===== config.mk =====
export PLATFORM = sky130hd
export DESIGN_NAME = fxp_div_seq
export DESIGN_NICKNAME = d
export VERILOG_FILES = /design/src/rtl/fxp_div_pkg.sv /design/src/rtl/fxp_div_step.sv /design/src/rtl/fxp_div_seq.sv
export SDC_FILE = /design/constraint.sdc
export NUM_CORES = 1
export LEC_CHECK = 0
export ABC_AREA = 1
export CAP_MARGIN = 20
export CORE_MARGIN = 10
export CORE_UTILIZATION = 60
export CTS_CLUSTER_SIZE = 12
export DETAILED_ROUTE_END_ITERATION = 10
export PLACE_DENSITY = 0.95
export SYNTH_ARGS = -nofsm -noshare
export SYNTH_HDL_FRONTEND = slang
export SYNTH_SLANG_ARGS = --single-unit

===== constraint.sdc =====
create_clock -name clk -period 4.86 [get_ports clk]
set_input_delay 0.729 -clock clk [delete_from_list [all_inputs] [get_ports clk]]
set_output_delay 0.729 -clock clk [all_outputs]
set_load 0.02 [all_outputs]

===== src/rtl/fxp_div_pkg.sv =====
// ---------------------------------------------------------------------------
// fxp_div_pkg
// Shared definitions for the sequential fixed-point divider:
//   - state_t          : controller states (IDLE, CALC, DONE)
//   - sat_pos_lim()    : largest positive result magnitude for a width/signedness
//   - sat_neg_mag()    : magnitude of the most negative result (0 when unsigned)
// ---------------------------------------------------------------------------
package fxp_div_pkg;

    typedef enum logic [1:0] {
        IDLE = 2'd0,
        CALC = 2'd1,
        DONE = 2'd2
    } state_t;

    // Upper clamp bound: 2^(w-1)-1 for two's complement, 2^w-1 for unsigned.
    function automatic longint unsigned sat_pos_lim(input int width, input int is_signed);
        if (is_signed != 32'sd0) begin
            return (64'd1 << (width - 1)) - 64'd1;
        end else begin
            return (64'd1 << width) - 64'd1;
        end
    endfunction

    // Magnitude of the lower clamp bound: 2^(w-1) for two's complement, 0 for unsigned.
    function automatic longint unsigned sat_neg_mag(input int width, input int is_signed);
        if (is_signed != 32'sd0) begin
            return 64'd1 << (width - 1);
        end else begin
            return 64'd0;
        end
    endfunction

endpackage


===== src/rtl/fxp_div_step.sv =====
// ---------------------------------------------------------------------------
// fxp_div_step
// One combinational radix-2 restoring division iteration.
// Ports:
//   i_prem  [WIDTH:0]   current partial remainder
//   i_bit               next dividend bit (shifted in at the LSB)
//   i_dmag  [WIDTH-1:0] divisor magnitude
//   o_prem  [WIDTH:0]   updated partial remainder
//   o_qbit              quotient bit produced by this iteration
// ---------------------------------------------------------------------------
module fxp_div_step
    import fxp_div_pkg::*;
#(
    parameter int WIDTH = 8
) (
    input  logic [WIDTH:0]   i_prem,
    input  logic             i_bit,
    input  logic [WIDTH-1:0] i_dmag,
    output logic [WIDTH:0]   o_prem,
    output logic             o_qbit
);

    logic [WIDTH+1:0] w_shift;
    logic [WIDTH+1:0] w_diff;

    // Shift, trial-subtract, restore on borrow.
    always_comb begin
        // The partial remainder is always below the divisor, so the shifted
        // value fits in WIDTH+1 bits and bit WIDTH+1 of the difference is a
        // clean borrow flag.
        w_shift = {i_prem, i_bit};
        w_diff  = w_shift - {2'b00, i_dmag};
        if (w_diff[WIDTH+1]) begin
            o_prem = w_shift[WIDTH:0];
            o_qbit = 1'b0;
        end else begin
            o_prem = w_diff[WIDTH:0];
            o_qbit = 1'b1;
        end
    end

endmodule


===== src/rtl/fxp_div_seq.sv =====
// ---------------------------------------------------------------------------
// fxp_div_seq
// Sequential fixed-point divider, one restoring iteration per clock.
// quo = trunc((num * 2^FRAC) / den), saturated; rem follows the sign of num.
// Ports:
//   clk, rst            rising-edge clock, asynchronous active-high reset
//   in_valid / in_ready operand handshake (ready only while idle)
//   num, den [WIDTH]    operands, Q(WIDTH-FRAC).FRAC
//   out_valid/out_ready result handshake (valid only while holding a result)
//   quo, rem [WIDTH]    quotient and remainder
//   ovf                 quotient was clamped
//   dz                  divisor was zero
// ---------------------------------------------------------------------------
module fxp_div_seq
    import fxp_div_pkg::*;
#(
    parameter int WIDTH  = 8,
    parameter int FRAC   = 4,
    parameter int SIGNED = 1
) (
    input  logic             clk,
    input  logic             rst,
    input  logic             in_valid,
    output logic             in_ready,
    input  logic [WIDTH-1:0] num,
    input  logic [WIDTH-1:0] den,
    output logic             out_valid,
    input  logic             out_ready,
    output logic [WIDTH-1:0] quo,
    output logic [WIDTH-1:0] rem,
    output logic             ovf,
    output logic             dz
);

    localparam int N  = WIDTH + FRAC;
    localparam int CW = $clog2(N);
    localparam logic            IS_SIGNED = (SIGNED != 32'sd0);
    localparam logic [N-1:0]    L_POS_MAG = N'(sat_pos_lim(WIDTH, SIGNED));
    localparam logic [N-1:0]    L_NEG_MAG = N'(sat_neg_mag(WIDTH, SIGNED));
    localparam logic [CW-1:0]   CNT_LAST  = CW'(N - 1);

    state_t           r_state;
    logic [CW-1:0]    r_cnt;
    logic [N-1:0]     r_dvd;      // dividend bits shift out, quotient bits shift in
    logic [WIDTH:0]   r_prem;
    logic [WIDTH-1:0] r_dmag;
    logic             r_sign;
    logic             r_num_neg;
    logic             r_in_ready;
    logic             r_out_valid;
    logic [WIDTH-1:0] r_quo;
    logic [WIDTH-1:0] r_rem;
    logic             r_ovf;
    logic             r_dz;

    logic             w_num_neg;
    logic             w_den_neg;
    logic [WIDTH-1:0] w_nmag;
    logic [WIDTH-1:0] w_dmag;
    logic [WIDTH-1:0] w_quo_dz;
    logic [WIDTH:0]   w_new_prem;
    logic             w_qbit;
    logic [N-1:0]     w_qmag;
    logic [WIDTH-1:0] w_quo_fix;
    logic [WIDTH-1:0] w_rem_fix;
    logic             w_ovf_fix;

    fxp_div_step #(.WIDTH(WIDTH)) u_step (
        .i_prem (r_prem),
        .i_bit  (r_dvd[N-1]),
        .i_dmag (r_dmag),
        .o_prem (w_new_prem),
        .o_qbit (w_qbit)
    );

    // Operand sign/magnitude split and the divide-by-zero quotient.
    always_comb begin
        w_num_neg = IS_SIGNED & num[WIDTH-1];
        w_den_neg = IS_SIGNED & den[WIDTH-1];
        // -(-2^(WIDTH-1)) wraps to 2^(WIDTH-1), which is the correct unsigned magnitude.
        w_nmag    = w_num_neg ? (-num) : num;
        w_dmag    = w_den_neg ? (-den) : den;
        if (w_num_neg) begin
            w_quo_dz = L_NEG_MAG[WIDTH-1:0];
        end else begin
            w_quo_dz = L_POS_MAG[WIDTH-1:0];
        end
    end

    // Sign application and saturation of the final iteration's result.
    always_comb begin
        w_qmag    = {r_dvd[N-2:0], w_qbit};
        w_ovf_fix = 1'b0;
        w_quo_fix = {WIDTH{1'b0}};
        if (r_sign) begin
            if (w_qmag > L_NEG_MAG) begin
                w_ovf_fix = 1'b1;
                w_quo_fix = L_NEG_MAG[WIDTH-1:0];
            end else begin
                w_quo_fix = -w_qmag[WIDTH-1:0];
            end
        end else begin
            if (w_qmag > L_POS_MAG) begin
                w_ovf_fix = 1'b1;
                w_quo_fix = L_POS_MAG[WIDTH-1:0];
            end else begin
                w_quo_fix = w_qmag[WIDTH-1:0];
            end
        end
        if (r_num_neg) begin
            w_rem_fix = -w_new_prem[WIDTH-1:0];
        end else begin
            w_rem_fix = w_new_prem[WIDTH-1:0];
        end
    end

    // Controller, datapath and registered outputs.
    always_ff @(posedge clk or posedge rst) begin
        if (rst) begin
            r_state     <= IDLE;
            r_cnt       <= {CW{1'b0}};
            r_dvd       <= {N{1'b0}};
            r_prem      <= {(WIDTH+1){1'b0}};
            r_dmag      <= {WIDTH{1'b0}};
            r_sign      <= 1'b0;
            r_num_neg   <= 1'b0;
            r_in_ready  <= 1'b1;
            r_out_valid <= 1'b0;
            r_quo       <= {WIDTH{1'b0}};
            r_rem       <= {WIDTH{1'b0}};
            r_ovf       <= 1'b0;
            r_dz        <= 1'b0;
        end else begin
            case (r_state)
                IDLE: begin
                    if (in_valid) begin
                        r_in_ready <= 1'b0;
                        if (den == {WIDTH{1'b0}}) begin
                            r_state     <= DONE;
                            r_out_valid <= 1'b1;
                            r_quo       <= w_quo_dz;
                            r_rem       <= {WIDTH{1'b0}};
                            r_ovf       <= 1'b0;
                            r_dz        <= 1'b1;
                        end else begin
                            r_state   <= CALC;
                            r_dvd     <= N'(w_nmag) << FRAC;
                            r_prem    <= {(WIDTH+1){1'b0}};
                            r_dmag    <= w_dmag;
                            r_sign    <= w_num_neg ^ w_den_neg;
                            r_num_neg <= w_num_neg;
                            r_cnt     <= CNT_LAST;
                        end
                    end
                end
                CALC: begin
                    r_prem <= w_new_prem;
                    r_dvd  <= w_qmag;
                    if (r_cnt == {CW{1'b0}}) begin
                        // Final iteration: fix-up is captured on the same edge.
                        r_state     <= DONE;
                        r_out_valid <= 1'b1;
                        r_quo       <= w_quo_fix;
                        r_rem       <= w_rem_fix;
                        r_ovf       <= w_ovf_fix;
                        r_dz        <= 1'b0;
                    end else begin
                        r_cnt <= r_cnt - CW'(1'b1);
                    end
                end
                DONE: begin
                    if (out_ready) begin
                        r_state     <= IDLE;
                        r_out_valid <= 1'b0;
                        r_in_ready  <= 1'b1;
                    end
                end
                default: begin
                    r_state     <= IDLE;
                    r_out_valid <= 1'b0;
                    r_in_ready  <= 1'b1;
                end
            endcase
        end
    end

    assign in_ready  = r_in_ready;
    assign out_valid = r_out_valid;
    assign quo       = r_quo;
    assign rem       = r_rem;
    assign ovf       = r_ovf;
    assign dz        = r_dz;

endmodule

# Word level (Yosys, flattened, before mapping)
# Index checks and enable logic that the tools add are counted.
dict set report classes {
  n_lt_le_gt_ge 2
  reduce_logical 11
  bitwise_logic 3
  muxes 49
  addsub 6
  eq_ne 8
}
# cell n
set ops {}
lappend ops {{8-bit 2-to-1 mux} 13}
lappend ops {{8-bit negator} 4}
lappend ops {{8-bit one-hot mux with 2 select lines} 2}
lappend ops {{9-bit 2-to-1 mux} 3}
lappend ops {{12-bit 2-to-1 mux} 2}
lappend ops {{12-bit one-hot mux with 2 select lines} 1}
lappend ops {{9-bit one-hot mux with 2 select lines} 1}
lappend ops {{1-bit 2-to-1 mux} 14}
lappend ops {{12-bit by 7-bit greater-than comparator with 1-bit output, second input constant} 1}
lappend ops {{12-bit by 8-bit greater-than comparator with 1-bit output, second input constant} 1}
lappend ops {{4-bit 2-to-1 mux} 3}
lappend ops {{2-bit inequality test, second input constant} 6}
lappend ops {{3-bit AND reduction} 4}
lappend ops {{4-bit AND reduction} 3}
lappend ops {{10-bit by 8-bit subtractor with 10-bit output} 1}
lappend ops {{8-bit logical NOT} 1}
lappend ops {{2-bit 2-to-1 mux} 4}
lappend ops {{4-bit one-hot mux with 2 select lines} 1}
lappend ops {{1-bit one-hot mux with 3 select lines} 2}
lappend ops {{2-bit one-hot mux with 3 select lines} 1}
lappend ops {{4-bit logical NOT} 1}
lappend ops {{1-bit one-hot mux with 2 select lines} 2}
lappend ops {{4-bit by 1-bit subtractor with 4-bit output, second input constant} 1}
lappend ops {{2-bit by 1-bit == test with 1-bit output, second input constant} 1}
lappend ops {{5 further kinds} 6}
dict set report word_totals {
  elab_cells 92
  regBits 57
  in_bits 20
  output_inout_bits 20
}

# Depth between registers and ports, before layout
# Gate-level depths: netlist of run 1.
dict set report logic_depth {
  word_depth 7
  ltp_mapped 20
}

# By module
# Synthesis of run 1 repeated with hierarchy kept, for this count alone.
dict set report hier_totals {
  cells_unflattened 555
  hier_area_um2 3932.5
}
# mod area_each_um2 n_inst cells_each seq_area_each_um2
set modules_own_cells {}
lappend modules_own_cells {fxp_div_seq 3228.1 1 423 1427.6}
lappend modules_own_cells {fxp_div_step 704.4 1 132 0.0}

# Worst setup path after synthesis of run 1
# Ideal clock, no wire load.
dict set report synth_path {
  path_kind {reg2reg}
  start {register r_prem[2]}
  end {register r_quo[6], in the netlist quo[6]}
  t_arrival_ps 2163
  t_required_ps 4794
  path_buffers 0
  stages_incl_launch_ff 19
  period_less_slack_ps 2228
  path_slack_ps 2632
  path_cell_list {dfrtp_1 -> ha_1 -> nand2_1 -> inv_1 -> nand2_1 -> nand2_1 -> nand2_2 -> nand3_2 -> nand2_4 -> nand2_8 -> ha_1 -> nand2_1 -> inv_1 -> nand3_1 -> xor2_1 -> nand3_1 -> nand3_1 -> nand2_1 -> nand2_1}
}
dict set report synth_between {
  elab_chain_len 7
  word_cells_on_any_way 10
}
# item line_no
set synth_lines {}
lappend synth_lines {{start: declaration} fxp_div_seq.sv:45} ;# logic [WIDTH:0] r_prem;
lappend synth_lines {{start signal: assignment} fxp_div_seq.sv:123} ;# r_prem <= {(WIDTH+1){1'b0}};
lappend synth_lines {{start signal: assignment} fxp_div_seq.sv:148} ;# r_prem <= {(WIDTH+1){1'b0}};
lappend synth_lines {{start signal: assignment} fxp_div_seq.sv:157} ;# r_prem <= w_new_prem;
lappend synth_lines {{10-bit by 8-bit subtractor with 10-bit output (*)} fxp_div_step.sv:32} ;# w_diff = w_shift - {2'b00, i_dmag};
lappend synth_lines {{1-bit 2-to-1 mux (*)} fxp_div_step.sv:33} ;# if (w_diff[WIDTH+1]) begin
lappend synth_lines {{12-bit by 7-bit greater-than comparator with 1-bit output, or another cell as far along} fxp_div_seq.sv:103} ;# if (w_qmag > L_POS_MAG) begin
lappend synth_lines {{8-bit 2-to-1 mux, on equally long branches} {fxp_div_seq.sv:103, fxp_div_seq.sv:96}}
lappend synth_lines {{8-bit 2-to-1 mux (*)} fxp_div_seq.sv:95} ;# if (r_sign) begin
lappend synth_lines {{8-bit 2-to-1 mux (*)} fxp_div_seq.sv:159} ;# if (r_cnt == {CW{1'b0}}) begin
lappend synth_lines {{8-bit one-hot mux with 2 select lines (*)} fxp_div_seq.sv:134} ;# case (r_state)
lappend synth_lines {{end signal: assignment} fxp_div_seq.sv:129} ;# r_quo <= {WIDTH{1'b0}};
lappend synth_lines {{end signal: assignment} fxp_div_seq.sv:141} ;# r_quo <= w_quo_dz;
lappend synth_lines {{end signal: assignment} fxp_div_seq.sv:163} ;# r_quo <= w_quo_fix;
lappend synth_lines {{end: declaration} fxp_div_seq.sv:51} ;# logic [WIDTH-1:0] r_quo;
# Mark *: on every way between the ends. The rest lies on a longest branch, timed or not. The select of a mux whose other input is x is not followed.
# A chain may end at the register's enable or synchronous reset.

# Final worst setup path of run 1
dict set report layout_path {
  start {input den[2]}
  end {register r_cnt[2]}
}
dict set report layout_between {
  elab_chain_len 3
}
# item line_no
set layout_lines {}
lappend layout_lines {{start: declaration} fxp_div_seq.sv:26} ;# input logic [WIDTH-1:0] den,
lappend layout_lines {{8-bit logical NOT} fxp_div_seq.sv:138} ;# if (den == {WIDTH{1'b0}}) begin
lappend layout_lines {{2-bit inequality test (no source line)} -}
lappend layout_lines {{4-bit AND reduction (no source line)} -}
lappend layout_lines {{end signal: assignment} fxp_div_seq.sv:121} ;# r_cnt <= {CW{1'b0}};
lappend layout_lines {{end signal: assignment} fxp_div_seq.sv:168} ;# r_cnt <= r_cnt - CW'(1'b1);
lappend layout_lines {{end: declaration} fxp_div_seq.sv:43} ;# logic [CW-1:0] r_cnt;
# No other way between the ends.

==> results of run 1 <==
==> cells by family after synthesis <==
kind of cell,Yosys count
AOI/OAI and AO/OA,80
xor gates and xnor gates,18
adders and majority gates,15
buffers and inverters,78
DFF,57
and+or+nand+nor,233
==> cells in the mapped netlist (3+ instances only) <==
| cell | count | area [µm²] |
|---|---|---|
| nand2_1 | 129 | 484 |
| inv_1 | 64 | 240 |
| dfrtp_1 | 56 | 1400 |
| o21ai_0 | 39 | 195 |
| nand3_1 | 31 | 155 |
| nor2_1 | 30 | 113 |
| nor3_1 | 15 | 75.1 |
| ha_1 | 14 | 175 |
| xor2_1 | 14 | 123 |
| a21oi_1 | 10 | 50.1 |
| clkbuf_1 | 10 | 37.5 |
| nand2_2 | 9 | 56.3 |
| o21ai_1 | 7 | 35.0 |
| o22ai_1 | 7 | 43.8 |
| a22oi_1 | 4 | 30.0 |
| a31oi_1 | 4 | 25.0 |
| xnor2_1 | 4 | 35.0 |
| inv_2 | 3 | 11.3 |
| nand4_1 | 3 | 18.8 |
==> state kept, by name, indices dropped and copies added, names as in the netlist <==
| signal | cells |
|---|---|
| r_sign | 1 |
| ovf | 1 |
| r_state | 2 |
| in_ready | 1 |
| rem | 8 |
| r_cnt | 4 |
| out_valid | 1 |
| r_dmag | 8 |
| r_prem | 9 |
| r_num_neg | 1 |
| dz | 1 |
| r_dvd | 12 |
| quo | 8 |
==> critical path, cell delays in order <==
cell	delay (ns)
clkdlybuf4s50_1	0.48
nor4_1	0.33
nand2_1	0.15
nor3_1	0.18
nor2_1	0.10
nand2_1	0.52
inv_1	0.24
nor2_1	0.23
inv_2	0.11
nand3_1	0.08
nand2_1	0.05
a21oi_1	0.14
==> area by class of cell <==
type	count	area share, %
clock buffer	13	3.75
clock inverter	3	0.413
inverter	67	5.94
multi-input combinational	346	44.4
sequential	57	33.7
tap	75	2.22
timing repair buffer	41	9.57
==> through the flow <==
| stage | instance area (µm²) | setup WS (ns) | power, µW | hold slack (ns) |
|---|---|---|---|---|
| 2_1_floorplan | 3600 | 2.63 | 2470 | 0.453 |
| 3_3_place_gp | 4060 | 1.72 | 2970 | 0.466 |
| 3_5_place_dp | 4060 | 1.52 | 3070 | 0.465 |
| 4_1_cts | 4240 | 1.84 | 3480 | 0.482 |
| 5_1_grt | 4240 | 1.56 | 3810 | 0.514 |
| 6_report | 4240 | 1.79 | 3510 | 0.478 |
==> layer usage <==
layer  up-vias  routed length, µm  share of wire [%]  track usage (%)
met5         -                  0                  0                0
met4         0                241                2.7             9.17
met3        23                675                7.4             3.98
met2       155               4370                 48             30.9
met1      1601               3800                 42             22.5
li1       1646                  -                  -                -
==> cell usage in the layout, fill, tap and decap left out, types with 3 or more instances in the layout <==
cell type	Yosys	layout
nand2_1	129	129
inv_1	64	63
dfrtp_1	56	56
o21ai_0	39	39
clkdlybuf4s50_1	0	39
nand3_1	31	31
nor2_1	30	30
nor3_1	15	15
xor2_1	14	14
ha_1	14	14
clkbuf_8	0	11
a21oi_1	10	10
nand2_2	9	9
o22ai_1	7	7
o21ai_1	7	7
a31oi_1	4	4
inv_2	3	4
xnor2_1	4	4
a22oi_1	4	4
nand4_1	3	3
==> worst min path at each step <==
| stage | from | end | slack (ns) | cells after the start |
|---|---|---|---|---|
| global placement | quo[4] | quo[4] | 0.47 | 2 |
| detailed placement | quo[4] | quo[4] | 0.46 | 2 |
| floorplan | r_dmag[2] | r_dmag[2] | 0.45 | 2 |
| global route | quo[6] | quo[6] | 0.51 | 2 |
| CTS | quo[4] | quo[4] | 0.48 | 2 |
| finish | quo[4] | quo[4] | 0.48 | 2 |
==> where the power goes <==
part	switching (µW)	internal [µW]	total [µW]
Sequential	159	693	852
Combinational	1460	801	2260
Clock	189	211	400
Total	1810	1710	3510
==> metrics.cfg, run 1 <==
[sta]
setup_viol = 0
finalSetupTns_ns = 0
post-route-min-period_ns = 3.07
skew_ns = 0.00512
rsz0062_at_grt = no
hold_viol = 0
finalCritPeriodShare_pct = 63.1
fmax_ghz = 0.326
slew_viol_final = 0
worst_pin_slew_ns = 0.887
slew_headroom_pct = 40.4

[layout]
multi_input_area_mm2 = 0.00188
seq_area_mm2 = 0.00143
drive_gt1_share_pct = 8.35
utilization_pct = 72.0
area_growth_syn_to_layout_pct = 17.6
fillers = 443
num_antenna_cells = 0
nNetsFinal = 557
instances_no_fill = 602

[clock_network]
ctsHtreeMaxLevel = 3
tritoncts = yes
hold_buffers = 0
worstSkewPairLatency_ns = 0.34
clkTransAtPathRegs_ns = 0.07
cts_buffers = 9
cts_resized = 0
cts_buffer_depth = 2
cts.sinks = 57
cts_setup_buffers = 0
cts_root_buffer = clkbuf_8

[setup_path]
regToRegStartpoint = r_state[1]
rr_worst_depth = 9
critPathCapture = r_cnt[2]
crit_path_max_fanout = 24
crit_arrival_ns = 3.33
cp-end-kind = flop
cp-startpoint = den[2]
worstPathRequired_ns = 5.13
critical_path.startpoint_type = input pin
critical_path_class = input pin to flop
r2r_end = quo[7]
reg2reg_slack_ns = 1.96

[grt]
grt_overflow = 0
grt_max_degree = 58
grt_pass1_wl_mm = 15.2
antenna_found_initial = 0
grt_pass1_vias = 3249
track_usage_pct = 18.7

[run_status]
status = completed

[die]
dieArea_mm2 = 0.00951
core_area_mm2 = 0.00589
row_count = 28
die_h_um = 97.5
initial_core_util_pct = 61.2
pin_count = 40
die_width_um = 97.5

[placed_design]
dp_hpwl_mm = 6.82
io_buffers = 39
globalplace.congestion = 0.914
dp_cells = 586

[synthesis]
yosysSeqAreaShare_pct = 39.6
synth_cells = 481
synth.avg_cell_area_um2 = 7.49
synth_adder_area_share_pct = 5.42
synth_top_family_by_area = simple AND/OR/NAND/NOR gates
synthSimpleGateAreaFrac_pct = 29.7
synth_top_flop_cell = dfrtp_1
synth_xor_area_share_pct = 4.38
async_flop_share_pct = 100
synth_nets = 516
yosysUniqueCellTypes = 39
syn_area_mm2 = 0.00360
synth_compound_area_share_pct = 12.7
synth_enable_flop_cells = 0
synth_mux_area_share_pct = 0
ys_warn_count = 0
ys_ff_latch = 57

[drt]
drt-total-wl_mm = 9.08
vias_per_cell = 5.69
via_count = 3425
wl_per_cell_um = 15.1
antenna_left = 0
drt-initial-drc-count = 274
route.detailed.drc = 0
drt-pass1-iter-count = 5

[pwr]
leakage_uw = 0.00210
pwr_density_cell_mw_per_mm2 = 829
peakVddDrop_mv = 0.450

[min_path]
hold_class = flop to flop

[run]
maxCapViolCount = 0

Power figures use the tool's default switching activity.
==> inputs of run 2 (changes only) <==
- CORE_UTILIZATION: 60 -> 51
- PLACE_DENSITY: 0.95 -> 0.87
- clock period: 4.86 -> 2.6 ns (I/O delays scaled with it)
==> run 2 against run 1 <==
- clock skew grew 0.0066 ns
- largest power group unchanged
- final cell count grew 5.1%
- critical path depth grew 4
- die area grew 14%
- register-to-register slack lost 1.8 ns
- clock-buffer cell count shrank 2
- first-iteration DRC count shrank 0.73%
- final area grew 4.9%
- worst hold slack lost 0.023 ns
- flip-flop and latch count is the same
==> metrics.cfg, run 2 (synthesized netlist as in run 1, its figures left out) <==
[layout]
largest_register_ffs = 12  ; unchanged
nNetsFinal = 567  ; was 557
layout_commonest_cell = nand2_1  ; unchanged
area_growth_syn_to_layout_pct = 23.3  ; was 17.6%
regMostFlops = r_dvd  ; unchanged
drive_gt1_share_pct = 12.7  ; was 8.35%
reg_top3 = r_dvd: 12 flops, r_prem: 9 flops  ; unchanged
final_cell_mix = 127 x nand2_1, 61 x inv_1, 56 x dfrtp_1  ; was 129 x nand2_1, 63 x inv_1, 56 x dfrtp_1
num_antenna_cells = 0  ; unchanged

[sta]
finalCritPeriodShare_pct = 95.4
setup_slack_ns = 0.120  ; was 1.79 ns
fmax_ghz = 0.403
whs_ns = 0.455  ; was 0.478 ns
skew_ns = 0.0117  ; was 0.00512 ns
worst_pin_slew_ns = 0.619  ; was 0.887 ns
setup_viol = 0  ; unchanged
post-route-min-period_ns = 2.48
hold_viol = 0  ; unchanged
slew_viol_final = 0  ; unchanged
finalSetupTns_ns = 0  ; unchanged
slew_headroom_pct = 58.7  ; was 40.4%
rsz0062_at_grt = yes  ; was no

[die]
initial_core_util_pct = 52.7  ; was 61.2%
pin_count = 40  ; unchanged
row_count = 30  ; was 28
die_h_um = 104  ; was 97.5 µm
core_area_mm2 = 0.00683  ; was 0.00589 mm²
die_width_um = 104  ; was 97.5 µm
dieArea_mm2 = 0.0108  ; was 0.00951 mm²

[pwr]
pwr_density_cell_mw_per_mm2 = 1550  ; was 829 mW/mm²
leakage_uw = 0.00215  ; was 0.00210 µW
peakVddDrop_mv = 0.594  ; was 0.450 mV
power_uw = 6910  ; was 3510 µW

[drt]
drt-total-wl_mm = 9.31  ; was 9.08 mm
antenna_left = 0  ; unchanged
drt-pass1-iter-count = 5  ; unchanged
via_count = 3508  ; was 3,425
vias_per_cell = 5.54  ; was 5.69
drt-initial-drc-count = 272  ; was 274
wl_per_cell_um = 14.7  ; was 15.1 µm
route.detailed.drc = 0  ; unchanged

[run]
maxCapViolCount = 0  ; unchanged

[setup_path]
worstPathRequired_ns = 2.88  ; was 5.13 ns
critical_path_class = flop to flop  ; was input pin to flop
cp-end-kind = flop  ; unchanged
critical_path.startpoint_type = flop  ; was input pin
r2r_end = quo[6]  ; was quo[7]
crit_arrival_ns = 2.76  ; was 3.33 ns
crit_path_max_fanout = 10  ; was 24
regToRegStartpoint = r_prem[5]  ; was r_state[1]
rr_worst_depth = 16  ; was 9
reg2reg_slack_ns = 0.12  ; was 1.96 ns

[clock_network]
cts.sinks = 57  ; unchanged
tritoncts = yes  ; unchanged
hold_buffers = 0  ; unchanged
worstSkewPairLatency_ns = 0.34  ; about the same
cts_buffer_depth = 2  ; unchanged
clkTransAtPathRegs_ns = 0.07  ; about the same
cts_root_buffer = clkbuf_8  ; unchanged
ctsHtreeMaxLevel = 3  ; unchanged
cts_buffers = 9  ; unchanged

[grt]
grt_overflow = 0  ; unchanged
grt_max_degree = 30  ; was 58
grt_pass1_wl_mm = 15.1  ; was 15.2 mm
track_usage_pct = 16.4  ; was 18.7%
antenna_found_initial = 0  ; unchanged
grt_pass1_vias = 3425  ; was 3,249

[placed_design]
io_buffers = 39  ; unchanged
place_ws_ns = 0.125  ; was 1.52 ns
dp_hpwl_mm = 7.00  ; was 6.82 mm
globalplace.congestion = 0.952  ; was 0.914

[min_path]
hold_class = input pin to async pin  ; was flop to flop

[run_status]
status = completed  ; unchanged

-- run 2: cell types whose count changed in the layout (fill, tap and decap cells not counted), moves of 2 or more --
cell	previous run	this run
ha_1	14	7
buf_4	2	12
inv_1	63	61
inv_2	4	6
ha_4	0	6
nand2_2	9	11
nand2_1	129	127
-- run 2: stage by stage --
stage / area [µm²] / cells / util [%]
floorplan: 3600 / 481 / -
global placement: 4130 / 613 / 60.5
detailed placement: 4130 / 613 / 60.5
CTS: 4330 / 629 / 63.3
global route: 4440 / 633 / 65.1
finish: 4440 / 633 / 65.1
-- run 2: how the worst max path moves through the flow --
| stage | to | start | slack, ns |
|---|---|---|---|
| after floorplan | quo[6] | r_prem[2] | 0.37 |
| after global placement | quo[6] | r_prem[4] | 0.13 |
| after detailed placement | quo[6] | r_prem[3] | 0.12 |
| after CTS | quo[6] | r_prem[3] | 0.08 |
| after global routing | rem[7] | r_dmag[4] | -0.11 |
| final | quo[6] | r_prem[5] | 0.12 |
-- run 2: layout make-up --
type,count,area [µm²]
well taps,96,120
clock buffers,11,141
clock inverters,5,53.8
repair buffers,51,480
multi-input cells,346,1970
fillers,602,2390
flip-flops and latches,57,1430
inverters,67,251
-- run 2: what timing repair did --
action                     CTS  global route
resized for setup            0            16
buffers inserted             0             4
setup endpoints to repair    0             8
-- run 2: report_power, final --
group | switching (µW) | internal, µW | total (µW)
sequential | 296 | 1290 | 1590
combinational | 2830 | 1680 | 4510
clock | 346 | 467 | 813
-- run 2: critical path, stage by stage (launching register included) --
cell and delay [ns]:
dfrtp_1 0.43, ha_4 0.28, nand2_1 0.08, nand2_1 0.12, a21oi_4 0.24, nand3_2 0.15, nand2_4 0.14, nand2_8 0.10
ha_2 0.19, nand2_1 0.09, inv_1 0.06, nand3_1 0.08, xor2_1 0.15, nand3_1 0.09, nand3_1 0.09, nand2_1 0.07
nand2_1 0.07
-- run 2: per-layer routing --
layer | up-vias | share of wire [%] | global-route usage (%) | routed length (µm)
met2 | 155 | 47 | 27.3 | 4400
met1 | 1649 | 43 | 19.9 | 4040
met4 | 0 | 2.5 | 7.46 | 235
met3 | 28 | 6.7 | 3.59 | 628
li1 | 1676 | - | - | -
met5 | - | 0 | 0 | 0
